File: config.mk
export PLATFORM = sky130hd
export DESIGN_NAME = shift_ctrl
export DESIGN_NICKNAME = d
export VERILOG_FILES = /design/src/rtl/shift_ctrl_pkg.sv /design/src/rtl/shift_ctrl_shift_core.sv /design/src/rtl/shift_ctrl.sv
export SDC_FILE = /design/constraint.sdc
export NUM_CORES = 1
export LEC_CHECK = 0
export CORE_UTILIZATION = 33
export CTS_CLUSTER_SIZE = 28
export DETAILED_ROUTE_END_ITERATION = 8
export PLACE_DENSITY = 0.59
export SLEW_MARGIN = 20
export SYNTH_ARGS = -nofsm -noshare
export SYNTH_HDL_FRONTEND = slang
export SYNTH_SLANG_ARGS = --single-unit
export TNS_END_PERCENT = 1
File: constraint.sdc
create_clock -name clk -period 1.75 [get_ports clk]
set_input_delay 0.35 -clock clk [delete_from_list [all_inputs] [get_ports clk]]
set_output_delay 0.35 -clock clk [all_outputs]
set_load 0.02 [all_outputs]
File: src/rtl/shift_ctrl_pkg.sv
// Shared types and default sizing for the shift_ctrl serial framing block.
// Imported by the controller top and its shifter sub-module.
package shift_ctrl_pkg;

    localparam int DEFAULT_WIDTH = 4;
    localparam int DEFAULT_GAP   = 1;

    typedef enum logic [2:0] {
        ST_IDLE,
        ST_LOAD,
        ST_SHIFT,
        ST_DONE,
        ST_GAP
    } state_t;

endpackage

File: src/rtl/shift_ctrl_shift_core.sv
// Shared shift register: parallel load, left shift with serial input at the LSB,
// asynchronous clear. The MSB of q is the serial output bit.
module shift_core
    import shift_ctrl_pkg::*;
#(
    parameter int WIDTH = DEFAULT_WIDTH
) (
    input  logic             clk,
    input  logic             rst,
    input  logic             load,
    input  logic             shift,
    input  logic [WIDTH-1:0] load_val,
    input  logic             ser_in,
    output logic [WIDTH-1:0] q
);

    // Load wins over shift; the controller never asserts both in one cycle.
    always_ff @(posedge clk or posedge rst) begin
        if (rst) begin
            q <= '0;
        end else if (load) begin
            q <= load_val;
        end else if (shift) begin
            q <= {q[WIDTH-2:0], ser_in};
        end
    end

endmodule

File: src/rtl/shift_ctrl.sv
// Frame controller around shift_core: sends a parallel word MSB first (PISO)
// or captures a serial word (SIPO), then idles GAP cycles before the next frame.
module shift_ctrl
    import shift_ctrl_pkg::*;
#(
    parameter int WIDTH = DEFAULT_WIDTH,
    parameter int GAP   = DEFAULT_GAP
) (
    input  logic             clk,
    input  logic             rst,
    input  logic             start,
    input  logic             mode,
    input  logic             abort,
    input  logic [WIDTH-1:0] load_data,
    input  logic             ser_in,
    output logic             ser_out,
    output logic             shift_en,
    output logic             busy,
    output logic             done,
    output logic [WIDTH-1:0] rx_data,
    output logic             rx_valid
);

    localparam int                 CW       = $clog2(WIDTH + 1);
    localparam logic [CW-1:0]      BIT_LAST = CW'(WIDTH - 1);
    localparam logic [3:0]         GAP_LAST = 4'(GAP - 1);

    state_t            state;
    state_t            stateNext;
    logic              modeReg;
    logic [CW-1:0]     bitCnt;
    logic [3:0]        gapCnt;
    logic [WIDTH-1:0]  rxData;
    logic              coreLoad;
    logic              coreShift;
    logic              coreSerIn;
    logic [WIDTH-1:0]  coreLoadVal;
    logic [WIDTH-1:0]  coreQ;

    // SIPO frames start from an all-zero register; PISO frames never shift data in.
    assign coreLoadVal = modeReg ? load_data : '0;
    assign coreSerIn   = ~modeReg & ser_in;

    shift_core #(
        .WIDTH(WIDTH)
    ) u_core (
        .clk     (clk),
        .rst     (rst),
        .load    (coreLoad),
        .shift   (coreShift),
        .load_val(coreLoadVal),
        .ser_in  (coreSerIn),
        .q       (coreQ)
    );

    always_ff @(posedge clk or posedge rst) begin
        if (rst) begin
            state <= ST_IDLE;
        end else begin
            state <= stateNext;
        end
    end

    // The captured word is written on the last shift edge so it is already
    // visible on rx_data during the DONE cycle; an abort blocks the write.
    always_ff @(posedge clk or posedge rst) begin
        if (rst) begin
            modeReg <= 1'b0;
            bitCnt  <= '0;
            gapCnt  <= '0;
            rxData  <= '0;
        end else begin
            if (state == ST_IDLE && start) begin
                modeReg <= mode;
            end
            if (state == ST_LOAD) begin
                bitCnt <= '0;
            end else if (state == ST_SHIFT) begin
                bitCnt <= bitCnt + CW'(1);
            end
            if (state == ST_DONE) begin
                gapCnt <= '0;
            end else if (state == ST_GAP) begin
                gapCnt <= gapCnt + 4'd1;
            end
            if (state == ST_SHIFT && !abort && bitCnt == BIT_LAST && !modeReg) begin
                rxData <= {coreQ[WIDTH-2:0], ser_in};
            end
        end
    end

    always_comb begin
        stateNext = state;
        shift_en  = 1'b0;
        busy      = 1'b1;
        done      = 1'b0;
        coreLoad  = 1'b0;
        coreShift = 1'b0;
        case (state)
            ST_IDLE: begin
                busy = 1'b0;
                if (start) begin
                    stateNext = ST_LOAD;
                end
            end
            ST_LOAD: begin
                if (abort) begin
                    stateNext = ST_IDLE;
                end else begin
                    coreLoad  = 1'b1;
                    stateNext = ST_SHIFT;
                end
            end
            ST_SHIFT: begin
                shift_en = 1'b1;
                if (abort) begin
                    stateNext = ST_IDLE;
                end else begin
                    coreShift = 1'b1;
                    if (bitCnt == BIT_LAST) begin
                        stateNext = ST_DONE;
                    end
                end
            end
            ST_DONE: begin
                done      = 1'b1;
                stateNext = (GAP == 0) ? ST_IDLE : ST_GAP;
            end
            ST_GAP: begin
                if (gapCnt == GAP_LAST) begin
                    stateNext = ST_IDLE;
                end
            end
            default: begin
                stateNext = ST_IDLE;
            end
        endcase
    end

    assign ser_out  = (state == ST_SHIFT) & modeReg & coreQ[WIDTH-1];
    assign rx_valid = done & ~modeReg;
    assign rx_data  = rxData;

endmodule

==> summary.md <==
| Metric | Value |
|---|---|
| Drc violations | 0 |
| Final worst-path cycle share | 95.7% |
| # H-tree levels | 1 |
| EDFF count, synth | 0 |
| Adder-cell share of the synthesized area | 4.66% |
| Global Route Usage Sum | 16.0% |
| Clock Latency Late Sink | 300 ps |
| Crit Path Category | flip-flop to primary output |
| Achievable Freq | 597 MHz |
| TritonCTS clock tree | done |
| Worst R2R Start | state[2] |
| Design area | 1410 um^2 |
| Peak supply drop | 446 uV |
| Status | finished, final reports clean |
| Critical-path maximum fanout | 8 |
| Final worst path period need | 1680 ps |
| Core Region | approximately 3100 um^2 |
| CP Capture Type | primary output |
| Vias in the first global route | 902 |
| Pre-CTS setup slack | -48.0 ps |
| Max-slew violations | 0 |
| Crit path to | ser_out |
| Setup-failing EPs final | 0 |
| Final hold violations | 0 |
| Cell Pwr Density | 1370 nW/um^2 |
| Tightest Pin Transition | 359 ps |
| Share of layout cells above drive strength 1 | between 20 and 30% |
| Tot Pwr | between 1.5 and 2 mW |
| Initial antenna violation count | 0 |
| Final WL | 2360 um |
| Reg-to-reg endpoint | rx_data[1] |
| Post-DP HPWL | 1780 um |
| Ys async rst share | 100% |
| Post-synth top area cell | dfrtp_1 |
| Synth top area cells | dfrtp_1 44%, mux2_2 5.2%, ha_1 4.7% |
| Gate count of the mapped netlist | 107 |
| Min Hold Slack | around 360 ps |
| Row Count | 20 |
| RSZ-0062 raised after global routing | true |
| Final setup margin | 74.7 ps |
| GPL Wtd Cong | 0.718 |
| Rel. slew slack | ~75% |
| Element type at the critical path start | flip-flop |
| Leakage power | roughly 0.61 nW |
| Max-cap violations | 0 |
| Worst R2R Path Depth | 5 |
| Simple-Gate Fraction of Synth Area | 17.8% |
| Layout area overhead | 31.3% |
| CTS buffer count | 3 |
| Routed WL per cell | between 10 and 15 um |
| Most frequent cells in the layout | 16 x dfrtp_1, 16 x buf_4, 13 x clkdlybuf4s50_1, 9 x o21ai_0, 6 x inv_1 |
| First-pass GRT wire length | 4130 um |
| Routed vias | 920 |
| Mean post-synth cell area | 10.0 um^2 |
| Sink Count | 19 |
| Layout Skew | 4.51 ps |
| Synth Area in Compound Gates | roughly a fifth |
| Max clock buf depth | 2 |
| Number of distinct library cells after synthesis | 38 |
| Initial Util | 34.9% |
| Root Driver | clkbuf_4 |
| Synth Cell Area | 1070 um^2 |
| Starting DRT DRC Count | 15 |
| I/O pins | 19 |
| Height of the die | 59.1 um |
| Mean number of vias per cell | approximately 5 |
| Placed cell area | 1380 um^2 |
| Final nets | 152 |
| R2r setup slk | 110 ps |
| Post-DRT Antenna Nets | 0 |
| Ys Warns | 0 |
| Antenna Cells | 0 |
| Crit. Startpoint | state[2] |
| Combinational family with the most area after synthesis | compound AO/OA/AOI/OAI gates |
| Proportion of synthesized area in mux cells | between 6 and 7% |
| First drt pass iteration count | 4 |
| Maximum number of pins on one net before global-route repair | 20 |
| WP data arrival | 1330 ps |
| Grt ovf | 0 |
| Syn Nets | 121 |
| Clk slew on worst S/H paths | 110 ps |
| Register area share after synthesis | approximately 44% |
| Worst Hold Class | primary input to asynchronous set/reset pin |
| Yosys top cell area share | 44.2% |
| Die Wd | 59.1 um |
| Post-synthesis register bit count | 19 |
| Top FF cell, synth | dfrtp_1 |
| Port Buffer Count | 18 |
| Crit path required time | between 1000 and 1500 ps |
| CTS Hold Buffers Added | 0 |
| Post-Synth XOR/XNOR Area | 0.815% |
| Die area | roughly 3500 um^2 |
synth_stat cells (2+ instances only):
cell type	count
a2bb2oi_1	2
o21ai_0	9
and2_1	2
ha_1	4
mux2_2	5
a2111oi_0	3
o22ai_1	2
o221a_1	3
nor2b_1	4
inv_1	6
clkbuf_1	2
nor2_1	4
a21oi_1	5
nand2_1	6
nor3_1	7
dfrtp_1	19
buf_2	3
where the power goes:
| part | leakage [nW] | total, mW | internal, mW | switching (mW) |
|---|---|---|---|---|
| logic | 0.346 | 0.950 | 0.496 | 0.454 |
| registers | 0.246 | 0.758 | 0.581 | 0.177 |
| clock network | 0.0150 | 0.225 | 0.0887 | 0.136 |
| total | 0.607 | 1.93 | 1.17 | 0.767 |
worst max-delay path: stages (launching register included):
cell     delay (ps)
dfrtp_2         490
nor3_2          210
and3_1          170
buf_2           160
layout make-up:
cell class | instances | area [um^2]
Clock buffer | 4 | 26.3
Fill cell | 300 | 1670
Inverter | 7 | 28.8
Multi-Input combinational cell | 74 | 548
Sequential cell | 19 | 479
Tap cell | 44 | 55.1
Timing Repair Buffer | 33 | 274
routing by layer:
layer  part of all wire (%)  track usage (%)
met5                      0                0
met4                   0.51             7.14
met3                    3.1             2.84
met2                     47             23.5
met1                     49             22.8
worst min path at each step:
stage / from / to / slack (ps)
after floorplan: rst / bitCnt[0] / 300
after global placement: rx_data[1] / rx_data[1] / 490
after detailed placement: rx_data[1] / rx_data[1] / 490
after CTS: rst / gapCnt[2] / 370
after global routing: rst / gapCnt[2] / 380
final: rst / gapCnt[2] / 360
cells by family after synthesis:
kind of cell               count (synthesis)
and+or+nand+nor                           33
muxes                                      6
DFF                                       19
AOI/OAI and AO/OA                         30
adders and majority gates                  4
buffers and inverters                     14
xor gates and xnor gates                   1
through the flow:
| step | cells | setup TNS (ps) | util (%) |
|---|---|---|---|
| after floorplan | 107 | 0 | - |
| after global placement | 176 | -18.6 | 44.8 |
| after detailed placement | 176 | -145 | 44.8 |
| after CTS | 180 | -27.6 | 45.4 |
| after global routing | 181 | -37.2 | 45.9 |
| final | 181 | 0 | 45.9 |
timing repair:
item | in CTS | in global routing
endpoints found under the setup margin | 5 | 3
pin swaps | 0 | 0
gates resized for setup | 12 | 8
endpoints found under the hold margin | 0 | 0
setup buffers | 0 | 1
registers in the layout (all words and copies together) (netlist names):
name      cells
modeReg       1
u_core.q      4
gapCnt        4
rx_data       4
state         3
bitCnt        3
Power figures use the tool's default switching activity.
